$ cat src/rtl/fifo_pkg.sv
// Shared FIFO defaults and Gray-code helpers for the read and write controllers.
package fifo_pkg;
  localparam int ADDR_W_DEF = 4;
  localparam int DATA_W_DEF = 8;

  function automatic logic [31:0] bin2gray(input logic [31:0] b);
    return b ^ (b >> 1);
  endfunction

  function automatic logic [31:0] gray2bin(input logic [31:0] g);
    logic [31:0] b;
    b = g;
    for (int i = 1; i < 32; i++) b = b ^ (g >> i);
    return b;
  endfunction
endpackage

$ cat src/rtl/fifo_rd_skid.sv
// Two-entry output buffer of the FIFO read side: head register plus skid register.
module fifo_rd_skid #(
  parameter int DATA_W = 8
) (
  input  logic              clk,
  input  logic              rst,
  input  logic              i_land,
  input  logic [DATA_W-1:0] i_land_data,
  input  logic              i_pop,
  output logic [1:0]        o_occ,
  output logic              o_valid,
  output logic [DATA_W-1:0] o_data
);
  logic [DATA_W-1:0] r_head, r_skid;
  logic [1:0]        r_occ;
  logic [DATA_W-1:0] w_head_nxt, w_skid_nxt;
  logic [1:0]        w_occ_nxt;

  // Landing goes to the head whenever the head is free after this cycle's pop.
  always_comb begin
    w_head_nxt = r_head;
    w_skid_nxt = r_skid;
    w_occ_nxt  = r_occ;
    if (i_pop) begin
      if (r_occ == 2'd2) begin
        w_head_nxt = r_skid;
        if (i_land) w_skid_nxt = i_land_data;
        else        w_occ_nxt  = 2'd1;
      end else begin
        if (i_land) w_head_nxt = i_land_data;
        else        w_occ_nxt  = 2'd0;
      end
    end else if (i_land) begin
      if (r_occ == 2'd0) begin
        w_head_nxt = i_land_data;
        w_occ_nxt  = 2'd1;
      end else begin
        w_skid_nxt = i_land_data;
        w_occ_nxt  = 2'd2;
      end
    end
  end

  always_ff @(posedge clk) begin
    if (rst) begin
      r_head <= '0;
      r_skid <= '0;
      r_occ  <= 2'd0;
    end else begin
      r_head <= w_head_nxt;
      r_skid <= w_skid_nxt;
      r_occ  <= w_occ_nxt;
    end
  end

  assign o_occ   = r_occ;
  assign o_valid = (r_occ != 2'd0);
  assign o_data  = r_head;
endmodule

$ cat src/rtl/fifo_rd_ctrl.sv
// Read-domain controller of the dual-clock FIFO: pointers, empty/level, RAM read issue.
// Optional FIFO_RD_ALMOST_EMPTY_EN adds AE_THRESH and a registered almost_empty output.
module fifo_rd_ctrl
  import fifo_pkg::*;
#(
  parameter int ADDR_W = ADDR_W_DEF,
  parameter int DATA_W = DATA_W_DEF
`ifdef FIFO_RD_ALMOST_EMPTY_EN
  ,
  parameter int AE_THRESH = 2
`endif
) (
  input  logic              clk,
  input  logic              rst,
  input  logic [ADDR_W:0]   wptr_gray_sync,
  output logic [ADDR_W:0]   rptr_gray,
  output logic [ADDR_W-1:0] raddr,
  output logic              ren,
  input  logic [DATA_W-1:0] rdata_mem,
  output logic              rd_valid,
  input  logic              rd_ready,
  output logic [DATA_W-1:0] rd_data,
  output logic              empty,
  output logic [ADDR_W:0]   rd_level
`ifdef FIFO_RD_ALMOST_EMPTY_EN
  ,
  output logic              almost_empty
`endif
);
  localparam int PTR_W = ADDR_W + 1;

  logic [PTR_W-1:0] r_rptr_bin, r_rptr_gray;
  logic [PTR_W-1:0] w_rptr_bin_nxt, w_wptr_bin;
  logic             r_infl;
  logic [1:0]       w_occ;
  logic             w_pop, w_ren;
  logic [2:0]       w_need;

  assign w_wptr_bin     = PTR_W'(gray2bin(32'(wptr_gray_sync)));
  assign w_rptr_bin_nxt = r_rptr_bin + 1'b1;
  assign empty          = (r_rptr_gray == wptr_gray_sync);
  assign rd_level       = w_wptr_bin - r_rptr_bin;

  // Words held plus words in flight after this cycle's pop must stay below 2.
  assign w_pop  = rd_valid & rd_ready;
  assign w_need = {1'b0, w_occ} + {2'b00, r_infl} - {2'b00, w_pop};
  assign w_ren  = !empty && (w_need < 3'd2);

  assign ren       = w_ren;
  assign raddr     = r_rptr_bin[ADDR_W-1:0];
  assign rptr_gray = r_rptr_gray;

  always_ff @(posedge clk) begin
    if (rst) begin
      r_rptr_bin  <= '0;
      r_rptr_gray <= '0;
      r_infl      <= 1'b0;
    end else begin
      r_infl <= w_ren;
      if (w_ren) begin
        r_rptr_bin  <= w_rptr_bin_nxt;
        r_rptr_gray <= PTR_W'(bin2gray(32'(w_rptr_bin_nxt)));
      end
    end
  end

  fifo_rd_skid #(.DATA_W(DATA_W)) u_skid (
    .clk         (clk),
    .rst         (rst),
    .i_land      (r_infl),
    .i_land_data (rdata_mem),
    .i_pop       (w_pop),
    .o_occ       (w_occ),
    .o_valid     (rd_valid),
    .o_data      (rd_data)
  );

`ifdef FIFO_RD_ALMOST_EMPTY_EN
  logic [PTR_W+1:0] w_ae_sum;
  logic             r_almost_empty;

  // Counts every word the consumer can still get: in RAM, in flight and buffered.
  assign w_ae_sum = {2'b00, rd_level} + {{PTR_W{1'b0}}, w_occ} + {{(PTR_W+1){1'b0}}, r_infl};

  always_ff @(posedge clk) begin
    if (rst) r_almost_empty <= 1'b1;
    else     r_almost_empty <= (w_ae_sum <= (PTR_W+2)'(AE_THRESH));
  end

  assign almost_empty = r_almost_empty;
`endif
endmodule

$ cat config.mk
export PLATFORM = sky130hd
export DESIGN_NAME = fifo_rd_ctrl
export DESIGN_NICKNAME = d
export VERILOG_FILES = /design/src/rtl/fifo_pkg.sv /design/src/rtl/fifo_rd_skid.sv /design/src/rtl/fifo_rd_ctrl.sv
export SDC_FILE = /design/constraint.sdc
export NUM_CORES = 1
export LEC_CHECK = 0
export ABC_AREA = 0
export BUFFER_PORTS_ARGS = -buffer_cell sky130_fd_sc_hd__buf_4
export CAP_MARGIN = 20
export CORE_ASPECT_RATIO = 1.1
export CORE_MARGIN = 8
export CORE_UTILIZATION = 56
export DETAILED_ROUTE_END_ITERATION = 16
export PLACE_DENSITY = 0.83
export REMOVE_ABC_BUFFERS = 1
export SKIP_LAST_GASP = 1
export SYNTH_ARGS = -nofsm -noshare
export SYNTH_HDL_FRONTEND = slang
export SYNTH_SLANG_ARGS = --single-unit
$ cat constraint.sdc
create_clock -name clk -period 3.6 [get_ports clk]
set_input_delay 0.54 -clock clk [delete_from_list [all_inputs] [get_ports clk]]
set_output_delay 0.54 -clock clk [all_outputs]
set_load 0.01 [all_outputs]
# Yosys cells after proc, flatten, opt, wreduce, memory -nomap -nowiden
# Cells that the tools add are included.
[classes]
order_cmp = 1
n_eq_ne = 6
n_bitwise = 6
add_sub_neg = 4
reduce_logical = 10
n_mux = 15
[ops]
columns = ["cell", "count"]
rows = [
  ["2-to-1 mux 8 bit", 9],
  ["2-to-1 mux 2 bit", 6],
  ["XOR 5 x 4 -> 5 bit", 2],
  ["nonzero test 2 bit", 4],
  ["inequality test 2 bit (second input constant)", 3],
  ["adder 5 x 1 -> 5 bit (second input constant)", 1],
  ["equality test 5 bit", 1],
  ["subtractor 5 bit", 1],
  ["XOR 5 x 1 -> 5 bit", 1],
  ["XOR 5 x 2 -> 5 bit", 1],
  ["XOR 5 x 3 -> 5 bit", 1],
  ["AND reduction 4 bit", 1],
  ["adder 2 x 1 -> 3 bit", 1],
  ["< comparator 3 x 2 -> 1 bit (second input constant)", 1],
  ["AND reduction 3 bit", 1],
  ["subtractor 3 x 1 -> 3 bit", 1],
  ["equality test 2 bit (second input constant)", 1],
  ["zero test 2 bit", 1],
  ["inequality test 2 x 1 -> 1 bit (second input constant)", 1],
  ["AND reduction 2 bit", 1],
  ["AND 1 bit", 1],
  ["logical AND 1 bit", 1],
  ["zero test 1 bit", 1],
]
[totals]
in_bits = 16
wordCells = 48
ff_bits = 29
output_inout_bits = 25

# Depth between registers and ports, before layout
# Gate-level depths: netlist of the first run.
[logic_depth]
word_depth = 5
ltp_mapped = 11
ltp_nobuf = 10

# Cells and area by module
# Synthesis of the first run repeated with hierarchy kept, for this count alone.
[hier_totals]
hier_cells = 190
hier_area_um2 = 1771.7
[by_module_without_submodules]
columns = ["mod", "n_inst", "seq_area_each_um2", "cells_per_inst", "area_each_um2"]
rows = [
  ["fifo_rd_skid", 1, 360.3, 90, 890.9],
  ["fifo_rd_ctrl", 1, 200.2, 100, 880.8],
]

# Worst setup path after synthesis of the first run
# Ideal clock, no wire load.
[synth_path]
kind = "in2out"
startpoint = "in wptr_gray_sync[4]"
endpoint = "out rd_level[4]"
required_time_ns = 3.060
n_path_buf = 0
stages = 10
slack_ns = 0.703
arrival_ns = 2.357
cell_sequence = "xor2_1 xnor2_1 xor2_1 xor2_1 ha_1 fa_1 inv_1 a21o_1 a21oi_1 xor2_1"
[synth_via]
elab_chain_len = 5
[synth_lines]
columns = ["item", "line", "source"]
rows = [
  ["start, declared", "fifo_rd_ctrl.sv:15", "input logic [ADDR_W:0] wptr_gray_sync,"],
  ["XOR 5 x 4 -> 5 bit", "fifo_pkg.sv:13", "for (int i = 1; i < 32; i++) b = b ^ (g >> i);"],
  ["XOR 5 x 3 -> 5 bit", "fifo_pkg.sv:13", ""],
  ["XOR 5 x 2 -> 5 bit", "fifo_pkg.sv:13", ""],
  ["XOR 5 x 1 -> 5 bit *", "fifo_pkg.sv:13", ""],
  ["subtractor 5 bit *", "fifo_rd_ctrl.sv:42", "assign rd_level = w_wptr_bin - r_rptr_bin;"],
  ["end, declared", "fifo_rd_ctrl.sv:24", "output logic [ADDR_W:0] rd_level"],
]
# Mark *: on every way between the ends. The rest lies on a longest branch, timed or not.

# Worst setup path after layout of the first run
# Ends and elaborated chain as after synthesis.

==> results.cfg, run 1 <==
[route]
drtAntennaViolNets = 0
route.detailed.drc = 0
wl_per_cell_um = 14.5
totalWireLength_um = 3500
vias_per_cell = 5.38
first_iter_violations = 26
first_pass_iters = 4
vias = 1301

[global_route]
overflow = 0
antenna_found_initial = 0
grt_max_degree = 30
grt_pass1_wl_um = 5930
grt_pass1_vias = 1336
track_usage_pct = 15.2

[yosys]
yosys-top-cells-area = dfxtp_1 36%, mux2i_1 13%, nor2_1 6.3%
yosys-top-cells-count = 28 x dfxtp_1, 26 x nor2_1, 20 x mux2i_1
synth_most_common_cell = dfxtp_1
synth_top_area_share_pct = 36.4
synth_cell_types = 31
synth-main-ff-cell = dfxtp_1
async_flop_share_pct = 0
syn_area_per_cell_um2 = 9.06
yosysWarnings = 0
ys_ff_latch = 28
yosysSeqAreaShare_pct = 36.4
synth_top_area_cell = dfxtp_1
postSynthCellCount = 170
synth_edf_count = 0
syn-cell-area_um2 = 1540

[critical_path]
r2r_setup_slack_ns = 1.06
criticalPathCategory = input port to output port
required_ns = 3.06
r2r_end = r_rptr_bin[3]$_SDFFE_PP0P_
end_kind = output port
critPathArrivalTime_ns = 2.83
cp_max_fo = 3
critPathLaunchType = input port
reg2reg_depth = 9
r2r-start = u_skid.o_occ[1]$_SDFFE_PP0P_

[clocking]
cts_hold_buffers = 0
tritoncts = done
cts_root_buf = clkbuf_4
numCtsBuffers = 3
clock_latency_ns = 0.33
max-clock-path-buffers = 2
clkTransAtPathRegs_ns = 0.16
h-tree-depth = 1
cts_resized = 0
cts.sinks = 28
cts_setup_buffers = 0

[timing]
slew_headroom_pct = 64.3
setup_tns_ns = 0
finalSetupViolations = 0
slew_viol_final = 0
fin_crit_sh_pct = 93.5
rsz0062_at_grt = false
tightest_slew_ns = 0.535
period_needed_ns = 3.37
finClkSkew_ns = 0.00636
fmax_ghz = 0.297
finalHoldViolations = 0

[power_and_ir_drop]
worst_ir_drop_vdd_mv = 0.571
p_leak_nw = 0.831
p_total_mw = 1.52
power.density_nw_per_um2 = 793

[floorplanning]
die_h_um = 71.0
start_util_pct = 57.0
core_area_um2 = 2700
pin_count = 41
fp.dieW_um = 66.0
num_rows = 20
die-area_um2 = 4690

[min_path]
hold_depth = 3
hold_start = rdata_mem[1]
hp-class = input port to register
hold_end = u_skid.r_skid[1]$_SDFFE_PP0P_

[place]
port_buffers = 40
dpl.hpwl_um = 2720
detailed_place.area_um2 = 1860
gp_congestion = 0.886

[layout]
fin_area_um2 = 1910
drive_gt1_share_pct = 24.4
diodes = 0
finalNetCount = 234
syn_to_final_growth_pct = 24.1

[flow_run]
cap_violations = 0

[run_status]
status = completed
## metal layers
layer	GRT usage (%)	routed length, um	vias to the layer above
met3	3.48	249	4
met5	0	0	-
li1	-	-	644
met1	17.9	1570	614
met4	4.28	32	0
met2	26.6	1650	39
## power breakdown
part,internal (mW),leakage [nW],switching [mW]
Combinational,0.402,0.574,0.422
Sequential,0.401,0.229,0.0832
Clock,0.113,0.0279,0.0961
## state kept, by name, indices dropped and copies added (netlist names)
| register | flops |
|---|---|
| u_skid.r_skid | 8 |
| r_infl | 1 |
| r_rptr_bin | 4 |
| u_skid.o_occ | 2 |
| rptr_gray | 5 |
| u_skid.o_data | 8 |
## kinds of logic (layout without fill, tap and decap cells)
logic type / count (synthesis) / after routing / synth area share (%)
DFF: 28 / 28 / 36.4
adders and majority gates: 8 / 8 / 7.47
buffers and inverters: 17 / 56 / 4.63
AOI/OAI and AO/OA: 26 / 26 / 11.0
muxes: 21 / 21 / 13.7
xor gates and xnor gates: 21 / 21 / 11.9
and+or+nand+nor: 49 / 49 / 14.9
## worst max-delay path: stages
cell     delay [ns]
buf_4          0.12
xor2_1         0.22
xnor2_1        0.20
xor2_1         0.36
xor2_1         0.22
ha_1           0.22
fa_1           0.23
inv_1          0.05
a21o_1         0.15
a21oi_1        0.18
xor2_1         0.18
buf_4          0.15
## how the worst max path moves through the flow
stage	from	end
floorplan	wptr_gray_sync[4]	rd_level[4]
global placement	wptr_gray_sync[4]	rd_level[4]
detailed placement	wptr_gray_sync[4]	rd_level[4]
CTS	wptr_gray_sync[4]	rd_level[4]
global route	wptr_gray_sync[4]	rd_level[4]
finish	wptr_gray_sync[4]	rd_level[4]
## final cells by class
| cell class | count | area (um2) |
|---|---|---|
| flip-flops and latches | 28 | 561 |
| repair buffers | 41 | 308 |
| well taps | 33 | 41.3 |
| fillers | 208 | 791 |
| clock buffers | 3 | 22.5 |
| clock inverters | 1 | 30.0 |
| inverters | 11 | 41.3 |
| multi-input cells | 125 | 908 |
## through the flow
step | hold slack (ns) | worst slack (ns) | utilization [%] | std cells
after floorplan | 0.460 | 0.703 | - | 164
after global placement | 0.472 | 0.435 | 68.8 | 238
after detailed placement | 0.487 | 0.273 | 68.8 | 238
after CTS | 0.429 | 0.258 | 70.7 | 242
after global routing | 0.439 | 0.0765 | 70.7 | 242
final | 0.444 | 0.233 | 70.7 | 242
## placed cells by master, fill, tap and decap left out, types with 2 or more instances in the layout
cell and n:
xnor2_1 10, and2_1 2, nand2_1 6, dfxtp_1 28, fa_1 2, inv_1 10
nand2b_1 3, a21o_1 3, nor2_1 26, xor2_1 11, a21oi_1 8, o21ai_0 2
nand3_1 2, clkbuf_4 3, ha_1 6, mux2i_1 20, nor3_1 2, buf_4 41
a211oi_1 10, nor2b_1 2
Power figures use the tool's default switching activity.
==> run 2: changes to the inputs <==
Settings changed: PLACE_DENSITY 0.83 to 0.88.
==> run 2 against run 1 <==
Global-route usage rose by 0.25 points. Wire length rose by 3.1%. Sequential share of layout area rose by 0.47 points. Clock skew fell by 0.0019 ns. Worst hold slack got worse by 0.010 ns. Power fell by 5.0%. Register-to-register slack got worse by 0.18 ns. Via count rose by 2.2%. Critical path depth did not move. Critical endpoint unchanged. Largest cell class unchanged.
==> results.cfg, run 2 (synthesized netlist as in run 1, its figures left out) <==
[floorplanning]
die_h_um = 71.0
pin_count = 41
start_util_pct = 57.0
die-area_um2 = 4690
num_rows = 20
fp.dieW_um = 66.0
core_area_um2 = 2700

[min_path]
hold_depth = 2
hold_end = u_skid.o_occ[1]$_SDFFE_PP0P_
hp-class = input port to register
hold_start = rd_ready

[clocking]
h-tree-depth = 1
cts_root_buf = clkbuf_4
cts_resized = 0
cts_setup_buffers = 0
cts_hold_buffers = 0
clock_latency_ns = 0.33
tritoncts = done
max-clock-path-buffers = 2
cts.sinks = 28
numCtsBuffers = 3
clkTransAtPathRegs_ns = 0.13

[layout]
finalNetCount = 234
utilization_pct = 69.6
final_cell_mix = 41 x buf_4, 28 x dfxtp_1, 26 x nor2_1, 20 x mux2i_1, 11 x xor2_1
fin_area_um2 = 1880
drive_gt1_share_pct = 24.0
multiInputGateArea_um2 = 908
layout_commonest_cell = buf_4
stdcell_count = 241
diodes = 0
syn_to_final_growth_pct = 22.2
seqCellArea_um2 = 561
nFillCells = 210

[place]
place_ws_ns = 0.296
gp_congestion = 0.880
detailed_place.area_um2 = 1860
dp.cells = 238
port_buffers = 40
dpl.hpwl_um = 2850

[timing]
setup_slack_ns = 0.239
finalHoldViolations = 0
finalSetupViolations = 0
rsz0062_at_grt = false
fmax_ghz = 0.297
slew_headroom_pct = 63.8
hold_ws_ns = 0.434
finClkSkew_ns = 0.00447
fin_crit_sh_pct = 93.4
slew_viol_final = 0
tightest_slew_ns = 0.543
setup_tns_ns = 0
period_needed_ns = 3.36

[critical_path]
reg2reg_depth = 9
critPathArrivalTime_ns = 2.82
r2r_setup_slack_ns = 0.88
end_kind = output port
critPathLaunchType = input port
required_ns = 3.06
cp_max_fo = 3
cp-startpoint = wptr_gray_sync[4]
criticalPathCategory = input port to output port
r2r-start = u_skid.o_occ[1]$_SDFFE_PP0P_
r2r_end = r_rptr_bin[3]$_SDFFE_PP0P_

[global_route]
grt_pass1_vias = 1371
use_met1_pct = 17.3
grt_busiest_layer = met2
overflow = 0
met3_usage_pct = 4.42
grt_max_degree = 30
grt_pass1_wl_um = 6000
track_usage_pct = 15.5
use_met2_pct = 26.9
antenna_found_initial = 0

[power_and_ir_drop]
p_total_mw = 1.44
p_leak_nw = 0.817
worst_ir_drop_vdd_mv = 0.407
power.density_nw_per_um2 = 766

[route]
first_iter_violations = 76
vias = 1329
first_pass_iters = 4
route.detailed.drc = 0
drtAntennaViolNets = 0
totalWireLength_um = 3610
wl_per_cell_um = 15.0
vias_per_cell = 5.51

[flow_run]
cap_violations = 0

[run_status]
status = completed
[run 2: cell types whose count changed in the layout (fill, tap and decap cells not counted), sizes merged]
cell,change
bufinv,-1
[run 2: critical path: stages]
cell	delay, ns
buf_4	0.12
xor2_1	0.24
xnor2_1	0.22
xor2_1	0.38
xor2_1	0.13
ha_1	0.23
fa_1	0.40
inv_1	0.07
a21o_1	0.12
a21oi_1	0.08
xor2_1	0.14
buf_4	0.15
[run 2: final cells by class]
| cell class | instances | share of cell area [%] |
|---|---|---|
| Clock buffer | 3 | 1.20 |
| Inverter | 11 | 2.19 |
| Multi-Input combinational cell | 125 | 48.3 |
| Sequential cell | 28 | 29.8 |
| Tap cell | 33 | 2.19 |
| Timing Repair Buffer | 41 | 16.4 |
[run 2: layer usage]
metal	routed length, um	share of wire (%)
met1	1460	40
met2	1760	49
met3	334	9.2
met4	59	1.6
met5	0	0
[run 2: worst max-delay path by stage]
stage / endpoint / cells past startpoint / slack (ns)
4_1_cts: rd_level[4] / 12 / 0.27
2_1_floorplan: rd_level[4] / 10 / 0.70
3_5_place_dp: rd_level[4] / 12 / 0.30
6_report: rd_level[4] / 12 / 0.24
5_1_grt: rd_level[4] / 12 / 0.07
3_3_place_gp: rd_level[4] / 12 / 0.44
[run 2: report_power, final]
group / switching, mW / internal [mW] / total (mW)
Clock: 0.0875 / 0.0393 / 0.127
Combinational: 0.427 / 0.402 / 0.829
Sequential: 0.0842 / 0.401 / 0.485
